`src/rtl/alu_seq_pkg.sv`:
```
// Shared types and ALU control codes for the ALU sequencer and its ALU.
package alu_seq_pkg;

    // Operation select as presented on the op input.
    typedef enum logic [1:0] {
        OP_ADD = 2'b00,
        OP_SUB = 2'b01,
        OP_MUL = 2'b10,
        OP_LSL = 2'b11
    } op_t;

    // Sequencer control states.
    typedef enum logic [1:0] {
        S_IDLE = 2'b00,
        S_RUN  = 2'b01,
        S_DONE = 2'b10
    } state_t;

    // ALUControl encodings understood by the alu block.
    localparam logic [3:0] ALU_AND   = 4'b0000;
    localparam logic [3:0] ALU_OR    = 4'b0001;
    localparam logic [3:0] ALU_ADD   = 4'b0010;
    localparam logic [3:0] ALU_SUB   = 4'b0110;
    localparam logic [3:0] ALU_PASSB = 4'b0111;

endpackage

```
`src/rtl/alu.sv`:
```
// 64-bit combinational ALU of the single-cycle datapath.
module alu
    import alu_seq_pkg::*;
(
    input  logic [63:0] a,
    input  logic [63:0] b,
    input  logic [3:0]  ALUControl,
    output logic [63:0] result,
    output logic        zero
);

    // Select the operation named by ALUControl; unknown codes give zero.
    always_comb begin
        result = 64'd0;
        case (ALUControl)
            ALU_AND:   result = a & b;
            ALU_OR:    result = a | b;
            ALU_ADD:   result = a + b;
            ALU_SUB:   result = a - b;
            ALU_PASSB: result = b;
            default:   result = 64'd0;
        endcase
    end

    assign zero = (result == 64'd0);

endmodule

```
`src/rtl/alu_sequencer.sv`:
```
// Multi-cycle execution unit: ADD, SUB, MUL (shift-add) and LSL (repeated
// doubling), every arithmetic step routed through a single alu instance.
// N is fixed at 64 because the alu datapath is 64 bits wide.
module alu_sequencer
    import alu_seq_pkg::*;
#(
    parameter int N          = 64,
    parameter bit EARLY_EXIT = 1'b0
) (
    input  logic         clk,
    input  logic         reset,
    input  logic         start,
    input  logic [1:0]   op,
    input  logic [N-1:0] a,
    input  logic [N-1:0] b,
    output logic         busy,
    output logic         done,
    output logic [N-1:0] result,
    output logic         zero
);

    state_t       state_q;
    op_t          op_q;
    logic [N-1:0] acc_q;
    logic [N-1:0] mcand_q;
    logic [N-1:0] mplier_q;
    logic [6:0]   cnt_q;
    logic [5:0]   shamt_q;
    logic         busy_q;
    logic         done_q;
    logic [N-1:0] result_q;
    logic         zero_q;

    logic [N-1:0] alu_b;
    logic [3:0]   alu_ctrl;
    logic [N-1:0] alu_y;
    logic         alu_zero_unused;

    logic [N-1:0] acc_d;
    logic         last_d;

    // ALU operand/control steering; idles on add so the control never floats.
    always_comb begin
        alu_b    = (op_q == OP_LSL) ? acc_q : mcand_q;
        alu_ctrl = ((state_q == S_RUN) && (op_q == OP_SUB)) ? ALU_SUB : ALU_ADD;
    end

    alu u_alu (
        .a          (acc_q),
        .b          (alu_b),
        .ALUControl (alu_ctrl),
        .result     (alu_y),
        .zero       (alu_zero_unused)
    );

    // Next accumulator value and last-iteration detect for the current RUN step.
    always_comb begin
        acc_d  = alu_y;
        last_d = 1'b1;
        case (op_q)
            OP_MUL: begin
                acc_d  = mplier_q[0] ? alu_y : acc_q;
                last_d = (cnt_q == 7'd63) ||
                         (EARLY_EXIT && (mplier_q[N-1:1] == '0));
            end
            OP_LSL: begin
                last_d = ((cnt_q + 7'd1) == {1'b0, shamt_q});
            end
            default: begin
                last_d = 1'b1;
            end
        endcase
    end

    // Control FSM with registered busy/done/result/zero.
    always_ff @(posedge clk or posedge reset) begin
        if (reset) begin
            state_q  <= S_IDLE;
            op_q     <= OP_ADD;
            acc_q    <= '0;
            mcand_q  <= '0;
            mplier_q <= '0;
            cnt_q    <= 7'd0;
            shamt_q  <= 6'd0;
            busy_q   <= 1'b0;
            done_q   <= 1'b0;
            result_q <= '0;
            zero_q   <= 1'b1;
        end else begin
            case (state_q)
                S_IDLE: begin
                    if (start) begin
                        op_q   <= op_t'(op);
                        cnt_q  <= 7'd0;
                        busy_q <= 1'b1;
                        case (op_t'(op))
                            OP_MUL: begin
                                acc_q    <= '0;
                                mcand_q  <= a;
                                mplier_q <= b;
                                state_q  <= S_RUN;
                            end
                            OP_LSL: begin
                                acc_q   <= a;
                                shamt_q <= b[5:0];
                                // A zero shift has no iterations: finish straight away.
                                if (b[5:0] == 6'd0) begin
                                    state_q  <= S_DONE;
                                    done_q   <= 1'b1;
                                    result_q <= a;
                                    zero_q   <= (a == '0);
                                end else begin
                                    state_q <= S_RUN;
                                end
                            end
                            default: begin
                                acc_q   <= a;
                                mcand_q <= b;
                                state_q <= S_RUN;
                            end
                        endcase
                    end
                end
                S_RUN: begin
                    cnt_q <= cnt_q + 7'd1;
                    acc_q <= acc_d;
                    if (op_q == OP_MUL) begin
                        mcand_q  <= mcand_q << 1;
                        mplier_q <= mplier_q >> 1;
                    end
                    if (last_d) begin
                        state_q  <= S_DONE;
                        done_q   <= 1'b1;
                        result_q <= acc_d;
                        zero_q   <= (acc_d == '0);
                    end
                end
                S_DONE: begin
                    done_q  <= 1'b0;
                    busy_q  <= 1'b0;
                    state_q <= S_IDLE;
                end
                default: begin
                    state_q <= S_IDLE;
                end
            endcase
        end
    end

    assign busy   = busy_q;
    assign done   = done_q;
    assign result = result_q;
    assign zero   = zero_q;

endmodule
```
`config.mk`:
```
export PLATFORM = sky130hd
export DESIGN_NAME = alu_sequencer
export DESIGN_NICKNAME = d
export VERILOG_FILES = /design/src/rtl/alu_seq_pkg.sv /design/src/rtl/alu.sv /design/src/rtl/alu_sequencer.sv
export SDC_FILE = /design/constraint.sdc
export NUM_CORES = 1
export LEC_CHECK = 0
export CAP_MARGIN = 10
export CORE_MARGIN = 3
export CORE_UTILIZATION = 30
export DETAILED_ROUTE_END_ITERATION = 7
export DONT_BUFFER_PORTS = 1
export HOLD_SLACK_MARGIN = 0.05
export PLACE_DENSITY = 0.49
export SETUP_SLACK_MARGIN = 0.2
export SYNTH_ARGS = -nofsm -noshare
export SYNTH_HDL_FRONTEND = slang
export SYNTH_SLANG_ARGS = --single-unit
```
`constraint.sdc`:
```
create_clock -name clk -period 12.2 [get_ports clk]
set_clock_uncertainty 0.05 [all_clocks]
set_input_delay 3.05 -clock clk [delete_from_list [all_inputs] [get_ports clk]]
set_output_delay 3.05 -clock clk [all_outputs]
set_load 0.02 [all_outputs]
```
==> implementation parameters, run 1 <==
Parameter                              Value

Synthesis
  Synth Flop Type    dfrtp_1
  Most used standard cells in the synthesized netlist    nand2_1 (435), nor2_1 (305), dfrtp_1 (275)
  Total nets after synthesis    2,867
  Distinct cell type count after synthesis    85
  Number of flops mapped to enable cells by yosys    0
  Number of synthesized register bits    276
  Dominant cell type by area after synthesis    dfrtp_1
  Largest cells by area after synthesis    dfrtp_1 (33%), nand2_1 (7.9%), mux2i_1 (7.4%), a21oi_1 (6.5%), o21ai_0 (6.4%)
  Post-synthesis cell count    2,669
  Fraction of registers with async set/reset    100.0%
  Yosys warnings    0
  Share of the yosys chip area belonging to registers    33.46%
  Share of Yosys cell area claimed by the top area cell type    33.33%
  Post-Synthesis Cell Area    0.02065 mm^2
  Count leader, synth    nand2_1
  Average cell area after synthesis    7.736 um^2

Clock tree
  Root Buffer    clkbuf_16
  Sink Count    276
  Number of H-tree levels    1
  Post-CTS setup-driven buffer insertion count    0
  Clock tree from TritonCTS    yes
  CTS Hold Bufs    0
  CTS Buf Count    30
  Number of gates given a new drive strength after cts    0
  Clock transition time at the flip-flop clock pins of the worst setup and hold paths    0.06 ns
  Clock latency reported for the late side of the worst-skew pair    0.58 ns
  Worst-case clock buffer depth    3

Timing
  Final critical-path required period    8.239 ns
  Setup tns final    0 ns
  Tightest slew margin relative to the limit    24.06%
  Final Cycle Share    67.53%
  Number of endpoints failing setup at the final stage    0
  Hold Vio Cnt, Final    0
  Total count of max-transition violations in the final report    0
  Unrepaired setup endpoints after global routing    false
  Fmax    0.1214 GHz
  Tightest hold margin    0.4647 ns
  Measured slew at the worst slew-check pin    1.132 ns

Worst hold path
  Classification of the worst-slack hold path    reg -> reg
  Startpoint of the lowest-slack hold path    mcand_q[62]

Global routing
  Wire length of the first global-routing pass    121.9 mm
  Met3 Use GR    3.369%
  Congestion Overflow GR    0
  Met1 track demand over resource in global routing    34.36%
  Global-route track usage on met2    30.80%
  Total global routing track utilization    21.87%
  Largest net degree at the start of global routing    131
  Number of antenna violations at the first check in global routing    0
  Global routing's busiest layer    met1
  Number of global-route vias before repair    18,740

Floorplan
  I/O pin total    200
  Die span in y    268.3 um
  Placement row count    95
  Starting utilization of the core area    30.53%
  Core outline area    0.06763 mm^2
  Area enclosed by the die boundary    0.07201 mm^2
  Horizontal die dimension    268.3 um

Layout
  Signed area change from the synthesized netlist to the final layout    8.593%
  Share of final-layout standard cells stronger than drive strength 1    4.792%
  Number of diodes added for antenna fixing    0
  Final-layout fill cell count    7,163
  Layout Nets    2,744

Routing
  Sum of routed wire length over all layers    80.48 mm
  Residual DRC    0
  Count of TritonRoute iterations in the first routing pass    5
  Post-detailed-route wirelength per cell    23.39 um
  Residual antenna-violating net count after detailed routing    0
  Drt initial violations    1,688
  Via count    19,800
  Via density per instance    5.755

Run
  Number of violations of the max-capacitance limit    0

Critical path
  Startpoint kind of the worst setup timing path    flip-flop
  Setup crit start    op_q[1]
  Sort of element at the end of the critical path    flip-flop
  Launch instance of the worst register-to-register path    op_q[1]
  WS Path Type    reg -> reg
  CP peak stage delay    0.65 ns
  Required @ worst endpoint    12.64 ns
  Family of cells with the greatest summed delay on the critical path    compound AO/OA/AOI/OAI gates
  Maximum fanout along the worst path    64
  Register-to-register setup slack    3.96 ns
  Slowest stage cell on the critical path    buf_4
  Worst Path Buf+Inv    3
  Data arrival time of the critical path    8.68 ns

Place
  Sum of net half-perimeters after detailed placement    61.13 mm
  Quantity of I/O buffers inserted on ports    0
  Global placement routability congestion    0.9099

Outcome
  Run status    finished, final reports clean
==> cell families after synthesis <==
logic type	Yosys count	share of synthesized area, %
buffers and inverters	209	3.933
adder cells (fa/ha/maj)	65	3.975
flip-flops	276	33.46
AO/OA/AOI/OAI	857	24.63
XOR/XNOR	118	5.005
multiplexers	166	8.126
AND/OR/NAND/NOR	978	20.88
==> per-stage QoR <==
step / utilization, % / setup WS (ns) / cells / area [um^2]
6_report: 33.15 / 3.961 / 3440 / 22420
5_1_grt: 33.15 / 3.371 / 3440 / 22420
4_1_cts: 33.11 / 3.641 / 3439 / 22390
3_5_place_dp: 31.53 / 3.675 / 3386 / 21320
3_3_place_gp: 31.53 / 3.857 / 3386 / 21320
2_1_floorplan: - / 1.493 / 2669 / 20650
==> path summary, 6_finish.rpt <==
path / endpoint / cells after the start
max reg2reg: zero / 25
max in group asynchronous: result[14] / 2
min in group asynchronous: result[57] / 1
max: zero / 25
min reg2reg: mcand_q[62] / 2
min: mcand_q[62] / 2
==> sequential cells by signal, summed over array words and instances, names as in the netlist <==
signal and cells:
op_q 2, mplier_q 64, done 1, busy 1
cnt_q 7, acc_q 64, result 64, shamt_q 6
mcand_q 64, zero 1, state_q 2
==> worst reg2reg max path, delay by kind of cell (launching register included) <==
| kind | cells | cell delay (ns) |
|---|---|---|
| flops | 1 | 0.61 |
| simple gates | 9 | 2.08 |
| mux | 1 | 0.46 |
| fa+ha+maj | 1 | 0.43 |
| compound gates | 10 | 3.48 |
| buf+inv | 3 | 0.98 |
| xor+xnor | 1 | 0.08 |
==> layout by cell type, fill, tap and decap left out, drive strengths merged, types with 13 or more instances in the layout <==
| cell | Yosys | layout |
|---|---|---|
| or3 | 15 | 15 |
| buf | 27 | 27 |
| a211oi | 38 | 38 |
| a22oi | 19 | 19 |
| nor3 | 44 | 44 |
| nor2 | 306 | 306 |
| nand2 | 435 | 435 |
| o21a | 18 | 18 |
| mux2i | 153 | 153 |
| nand4 | 26 | 26 |
| dfrtp | 275 | 275 |
| o31ai | 17 | 17 |
| and3 | 18 | 18 |
| inv | 26 | 27 |
| nor4 | 28 | 28 |
| a21o | 47 | 47 |
| xor2 | 56 | 56 |
| xnor2 | 62 | 62 |
| clkbuf | 155 | 37 |
| a31oi | 86 | 86 |
| nand3 | 28 | 28 |
| ha | 64 | 64 |
| and2 | 14 | 14 |
| mux2 | 13 | 13 |
| a21oi | 267 | 267 |
| o21ai | 267 | 267 |
==> routing by layer <==
metal	vias up	part of all wire (%)
met5	-	0
met1	9657	49
met2	731	41
met4	0	2.6
met3	97	7.4
li1	9311	-
==> final cells by class <==
| cell class | count | area [um^2] | area share, % |
|---|---|---|---|
| Sequential cell | 276 | 6908 | 30.81 |
| Timing Repair Buffer | 27 | 222.7 | 0.9933 |
| Inverter | 27 | 108.9 | 0.4855 |
| Tap cell | 873 | 1092 | 4.872 |
| Clock inverter | 16 | 244.0 | 1.088 |
| Multi-Input combinational cell | 2184 | 13020 | 58.06 |
| Clock buffer | 37 | 828.3 | 3.694 |
Power of run 1 is left out: the tool's default activity adds up to more than one toggle a clock period on the data nets, which glitch-free logic cannot reach.
==> inputs of run 2 (changes only) <==
- clock period: 12.2 -> 8.2 ns (I/O delays scaled with it)
==> implementation parameters, run 2 (synthesized netlist as in run 1, its figures left out) <==
Parameter                              Value

Floorplan
  Horizontal die dimension    268.3 um (unchanged)
  Core outline area    0.06763 mm^2 (unchanged)
  Starting utilization of the core area    30.53% (unchanged)
  Die span in y    268.3 um (unchanged)
  Area enclosed by the die boundary    0.07201 mm^2 (unchanged)
  I/O pin total    200 (unchanged)
  Placement row count    95 (unchanged)

Place
  Quantity of I/O buffers inserted on ports    0 (unchanged)
  Sum of net half-perimeters after detailed placement    61.55 mm (was 61.13 mm)
  Post-Place Cells    3,392 (was 3,386)
  Global placement routability congestion    0.9356 (was 0.9099)

Worst hold path
  Hold endpoint    mcand_q[61] (was mcand_q[62])
  Hold path depth    2 (unchanged)
  Classification of the worst-slack hold path    reg -> reg (unchanged)
  Startpoint of the lowest-slack hold path    mcand_q[61] (was mcand_q[62])

Timing
  Measured slew at the worst slew-check pin    1.077 ns (was 1.132 ns)
  Final Cycle Share    87.91% (was 67.53%)
  Setup tns final    0 ns (unchanged)
  Final critical-path required period    7.209 ns (was 8.239 ns)
  Total count of max-transition violations in the final report    0 (unchanged)
  Number of endpoints failing setup at the final stage    0 (unchanged)
  Tightest slew margin relative to the limit    27.61% (was 24.06%)
  Unrepaired setup endpoints after global routing    false (unchanged)
  Fmax    0.1387 GHz (was 0.1214 GHz)
  Hold Vio Cnt, Final    0 (unchanged)

Layout
  Top library cells by usage in the layout, fill and taps aside    nand2_1 (434), nor2_1 (304), dfrtp_1 (275) (unchanged)
  Leading cell type in the layout, fill and taps excluded    nand2_1 (unchanged)
  Number of diodes added for antenna fixing    0 (unchanged)
  Signed area change from the synthesized netlist to the final layout    8.496% (was 8.593%)
  Final instance count without filler cells    3,446 (was 3,440)
  Layout Nets    2,750 (was 2,744)
  Share of final-layout standard cells stronger than drive strength 1    4.897% (was 4.792%)

Critical path
  Data arrival time of the critical path    7.68 ns (was 8.68 ns)
  Register-to-register setup slack    0.99 ns (was 3.96 ns)
  Slowest stage cell on the critical path    or4b_2 (was buf_4)
  Family of cells with the greatest summed delay on the critical path    simple AND/OR/NAND/NOR gates (was compound AO/OA/AOI/OAI gates)
  WS Path Type    reg -> reg (unchanged)
  List of cells traversed by the critical path    buf_4, nand2_2, a221oi_2, nand4_2, nor2_1, inv_1, a211oi_1, a21boi_0, nand2b_1, o21ai_0, xnor2_1, ha_1, a21oi_1, o21ai_0, a2111oi_0, nor2_1, or3b_2, o211ai_1, nand2_1, xnor2_1, a21oi_1, or4b_2, or4_1, o21ai_1
  Reg-to-Reg End    zero (unchanged)
  Number of cell instances on the worst register-to-register path    24 (was 25)
  Startpoint kind of the worst setup timing path    flip-flop (unchanged)
  Sort of element at the end of the critical path    flip-flop (unchanged)
  Launch instance of the worst register-to-register path    op_q[1] (unchanged)
  Maximum fanout along the worst path    29 (was 64)
  Worst Path Buf+Inv    2 (was 3)
  Required @ worst endpoint    8.67 ns (was 12.64 ns)
  CP peak stage delay    0.71 ns (was 0.65 ns)

Clock tree
  Clock transition time at the flip-flop clock pins of the worst setup and hold paths    0.07 ns (was 0.06 ns)
  CTS Hold Bufs    0 (unchanged)
  Worst-case clock buffer depth    3 (unchanged)
  Number of gates given a new drive strength after cts    0 (unchanged)
  Root Buffer    clkbuf_16 (unchanged)
  Clock latency reported for the late side of the worst-skew pair    0.58 ns (about the same)
  Post-CTS setup-driven buffer insertion count    0 (unchanged)
  Number of H-tree levels    1 (unchanged)
  Sink Count    276 (unchanged)
  CTS Buf Count    30 (unchanged)
  Clock tree from TritonCTS    yes (unchanged)

Outcome
  Run status    finished, final reports clean (unchanged)

Global routing
  Largest net degree at the start of global routing    173 (was 131)
  Number of global-route vias before repair    18,790 (was 18,740)
  Total global routing track utilization    21.71% (was 21.87%)
  Wire length of the first global-routing pass    121.2 mm (was 121.9 mm)
  Number of antenna violations at the first check in global routing    0 (unchanged)
  Congestion Overflow GR    0 (unchanged)

Routing
  Met2 Wirelength    32.72 mm (was 32.65 mm)
  Residual antenna-violating net count after detailed routing    0 (unchanged)
  Met1 routed wirelength after detailed routing    39.32 mm (was 39.78 mm)
  Via count    19,880 (was 19,800)
  Residual DRC    0 (unchanged)
  DR top layer    met4 (unchanged)
  Drt initial violations    1,761 (was 1,688)
  Met3 layer wire length in the routed design    6.010 mm (was 5.934 mm)
  Count of TritonRoute iterations in the first routing pass    5 (unchanged)
  Via density per instance    5.769 (was 5.755)
  Post-detailed-route wirelength per cell    23.30 um (was 23.39 um)
  Sum of routed wire length over all layers    80.28 mm (was 80.48 mm)

Run
  Number of violations of the max-capacitance limit    0 (unchanged)
-- run 2: changes by cell type in the layout (fill, tap and decap cells not counted), sizes merged --
| cell | delta |
|---|---|
| bufinv | -3 |
| buf | +5 |
| inv | -1 |
| clkbuf | +6 |
| clkinvlp | -1 |
-- run 2: tightest hold or removal path, cell delays in order (launching register included) --
cell,delay [ns]
dfrtp_1,0.37
nand2_1,0.05
o21ai_0,0.06
-- run 2: metal layers --
layer,track usage [%],vias to the layer above
met2,30.78,758
met3,3.745,105
met1,33.56,9676
met5,0,-
met4,5.805,0
li1,-,9340
-- run 2: area by class of cell --
class / instances / area, um^2
Fill cell: 7110 / 45230
Multi-Input combinational cell: 2184 / 13020
Sequential cell: 276 / 6908
Tap cell: 873 / 1092
Clock buffer: 42 / 867.1
Timing Repair Buffer: 33 / 272.8
Clock inverter: 11 / 138.9
Inverter: 27 / 105.1
-- run 2: stage by stage --
| stage | utilization, % | area (um^2) | hold slack, ns | worst slack, ns |
|---|---|---|---|---|
| after floorplan | - | 20650 | 0.4164 | 1.881 |
| after global placement | 31.62 | 21390 | 0.4529 | 1.084 |
| after detailed placement | 31.62 | 21390 | 0.4578 | 1.093 |
| after CTS | 33.11 | 22390 | 0.4740 | 1.080 |
| after global routing | 33.12 | 22400 | 0.5061 | 0.3708 |
| final | 33.12 | 22400 | 0.4702 | 0.9915 |
-- run 2: worst max path at each step --
stage / from / endpoint / slack [ns] / cells past startpoint
after detailed placement: op_q[1] / zero / 1.09 / 24
after CTS: op_q[1] / zero / 1.08 / 24
final: op_q[1] / zero / 0.99 / 24
after global placement: op_q[1] / zero / 1.08 / 25
after floorplan: op_q[1] / zero / 1.88 / 24
after global routing: op_q[1] / zero / 0.37 / 24
Power of run 2 is left out for the same reason.
==> inputs of run 3 (changes only) <==
- CORE_MARGIN: 3 -> not set
- clock period: 8.2 -> 6.9 ns (I/O delays scaled with it)
==> implementation parameters, run 3 (synthesized netlist as in run 1, its figures left out) <==
Parameter                              Value

Outcome
  Run status    finished, final reports clean (unchanged)

Clock tree
  Root Buffer    clkbuf_16 (unchanged)
  Number of H-tree levels    1 (unchanged)
  Sink Count    276 (unchanged)
  Worst-case clock buffer depth    3 (unchanged)
  CTS Hold Bufs    0 (unchanged)
  Clock latency reported for the late side of the worst-skew pair    0.58 ns (about the same)
  Clock transition time at the flip-flop clock pins of the worst setup and hold paths    0.06 ns (was 0.07 ns)
  Clock tree from TritonCTS    yes (unchanged)
  CTS Buf Count    30 (unchanged)

Floorplan
  I/O pin total    200 (unchanged)
  Starting utilization of the core area    30.53% (unchanged)
  Placement row count    95 (unchanged)
  Core outline area    0.06763 mm^2 (unchanged)
  Horizontal die dimension    264.3 um (was 268.3 um)
  Area enclosed by the die boundary    0.06988 mm^2 (was 0.07201 mm^2)
  Die span in y    264.3 um (was 268.3 um)

Worst hold path
  Hold path depth    2 (unchanged)
  Hold endpoint    mcand_q[63] (was mcand_q[61])
  Classification of the worst-slack hold path    reg -> reg (unchanged)
  Startpoint of the lowest-slack hold path    mcand_q[63] (was mcand_q[61])

Critical path
  Maximum fanout along the worst path    11 (was 29)
  List of cells traversed by the critical path    clkbuf_2, buf_4, a211oi_1, a21oi_1, or3_1, nor4_4, and2_4, nand4b_1, nor3_2, and2_1, a21oi_1, xor2_1, ha_2, a21o_1, a21o_1, a21oi_1, o21ai_0, a21oi_2, a21o_1, a2111oi_0, nor4_2, o2111ai_1, or4_1, o21ai_1 (was buf_4, nand2_2, a221oi_2, nand4_2, nor2_1, inv_1, a211oi_1, a21boi_0, nand2b_1, o21ai_0, xnor2_1, ha_1, a21oi_1, o21ai_0, a2111oi_0, nor2_1, or3b_2, o211ai_1, nand2_1, xnor2_1, a21oi_1, or4b_2, or4_1, o21ai_1)
  CP peak stage delay    0.57 ns (was 0.71 ns)
  Reg-to-Reg End    zero (unchanged)
  Number of cell instances on the worst register-to-register path    24 (unchanged)
  Sort of element at the end of the critical path    flip-flop (unchanged)
  Required @ worst endpoint    7.35 ns (was 8.67 ns)
  WS Path Type    reg -> reg (unchanged)
  Launch instance of the worst register-to-register path    op_q[1] (unchanged)
  Slowest stage cell on the critical path    or4_1 (was or4b_2)
  Data arrival time of the critical path    6.86 ns (was 7.68 ns)
  Family of cells with the greatest summed delay on the critical path    simple AND/OR/NAND/NOR gates (unchanged)
  Worst Path Buf+Inv    2 (unchanged)
  Register-to-register setup slack    0.49 ns (was 0.99 ns)
  Startpoint kind of the worst setup timing path    flip-flop (unchanged)

Timing
  Hold Vio Cnt, Final    0 (unchanged)
  Tightest slew margin relative to the limit    23.75% (was 27.61%)
  Setup tns final    0 ns (unchanged)
  Number of endpoints failing setup at the final stage    0 (unchanged)
  Final critical-path required period    6.411 ns (was 7.209 ns)
  Fmax    0.1560 GHz (was 0.1387 GHz)
  Total count of max-transition violations in the final report    0 (unchanged)
  Final Cycle Share    92.92% (was 87.91%)
  Unrepaired setup endpoints after global routing    false (unchanged)
  Measured slew at the worst slew-check pin    1.137 ns (was 1.077 ns)

Routing
  Drt initial violations    1,888 (was 1,761)
  Residual antenna-violating net count after detailed routing    0 (unchanged)
  Count of TritonRoute iterations in the first routing pass    5 (unchanged)
  Via density per instance    5.775 (was 5.769)
  Sum of routed wire length over all layers    81.51 mm (was 80.28 mm)
  Residual DRC    0 (unchanged)
  Via count    20,130 (was 19,880)
  Post-detailed-route wirelength per cell    23.39 um (was 23.30 um)

Layout
  Layout Nets    2,785 (was 2,750)
  Signed area change from the synthesized netlist to the final layout    10.79% (was 8.496%)
  Util after Layout    33.82% (was 33.12%)
  Top library cells by usage in the layout, fill and taps aside    nand2_1 (433), nor2_1 (304), dfrtp_1 (273) (was nand2_1 (434), nor2_1 (304), dfrtp_1 (275))
  Cell area after layout    0.02287 mm^2 (was 0.02240 mm^2)
  Leading cell type in the layout, fill and taps excluded    nand2_1 (unchanged)
  Final-layout fill cell count    7,110 (unchanged)
  Share of final-layout standard cells stronger than drive strength 1    7.430% (was 4.897%)

Place
  Global placement routability congestion    0.9207 (was 0.9356)
  Sum of net half-perimeters after detailed placement    61.94 mm (was 61.55 mm)
  Quantity of I/O buffers inserted on ports    0 (unchanged)
  Placed standard-cell area    0.02162 mm^2 (was 0.02139 mm^2)

Global routing
  Number of global-route vias before repair    18,640 (was 18,790)
  Total global routing track utilization    22.57% (was 21.71%)
  Congestion Overflow GR    0 (unchanged)
  Wire length of the first global-routing pass    121.9 mm (was 121.2 mm)
  Number of antenna violations at the first check in global routing    1 (was 0)
  Largest net degree at the start of global routing    160 (was 173)

Run
  Number of violations of the max-capacitance limit    0 (unchanged)
## run 3: final cells by class
| class | count | area, um^2 | area share (%) |
|---|---|---|---|
| Clock buffer | 42 | 877.1 | 3.834 |
| Tap cell | 873 | 1092 | 4.775 |
| Timing Repair Buffer | 68 | 536.8 | 2.347 |
| Antenna cell | 1 | 2.502 | 0.01094 |
| Inverter | 27 | 105.1 | 0.4595 |
| Clock inverter | 14 | 181.4 | 0.7931 |
| Multi-Input combinational cell | 2184 | 13170 | 57.57 |
| Sequential cell | 276 | 6910 | 30.21 |
## run 3: worst reg2reg max path: stages (launching register included)
cell	delay (ns)
dfrtp_2	0.46
clkbuf_2	0.17
buf_4	0.16
a211oi_1	0.19
a21oi_1	0.07
or3_1	0.46
nor4_4	0.37
and2_4	0.25
nand4b_1	0.21
nor3_2	0.27
and2_1	0.29
a21oi_1	0.13
xor2_1	0.24
ha_2	0.39
a21o_1	0.18
a21o_1	0.21
a21oi_1	0.18
o21ai_0	0.15
a21oi_2	0.27
a21o_1	0.23
a2111oi_0	0.14
nor4_2	0.40
o2111ai_1	0.18
or4_1	0.57
o21ai_1	0.13
## run 3: worst max-delay path by stage
| stage | start | endpoint | cells past startpoint |
|---|---|---|---|
| 6_report | op_q[1] | zero | 24 |
| 5_1_grt | op_q[1] | zero | 25 |
| 4_1_cts | op_q[0] | zero | 24 |
| 3_5_place_dp | op_q[1] | zero | 24 |
| 3_3_place_gp | op_q[1] | zero | 24 |
| 2_1_floorplan | op_q[1] | zero | 24 |
## run 3: stage by stage
stage               hold slack (ns)  cells  setup WS, ns
global route                 0.4822   3484        0.1912
floorplan                    0.4164   2669        0.5809
finish                       0.4724   3485        0.4889
detailed placement           0.4571   3423       0.02587
global placement             0.4473   3422        0.1337
CTS                          0.4723   3479        0.2237
## run 3: repair_timing
| action | in CTS | in global routing |
|---|---|---|
| endpoints found under the setup margin | 2 | 13 |
| buffers inserted | 0 | 5 |
| gates resized for setup | 3 | 40 |
| pin swaps | 0 | 7 |
## run 3: layer usage
layer / vias to the layer above / GRT usage [%] / part of all wire [%]
met5: - / 0 / 0
met1: 9852 / 34.09 / 48
met2: 783 / 31.85 / 41
met4: 0 / 5.987 / 2.6
met3: 100 / 4.961 / 8.5
li1: 9390 / - / -
Power of run 3 is left out for the same reason.
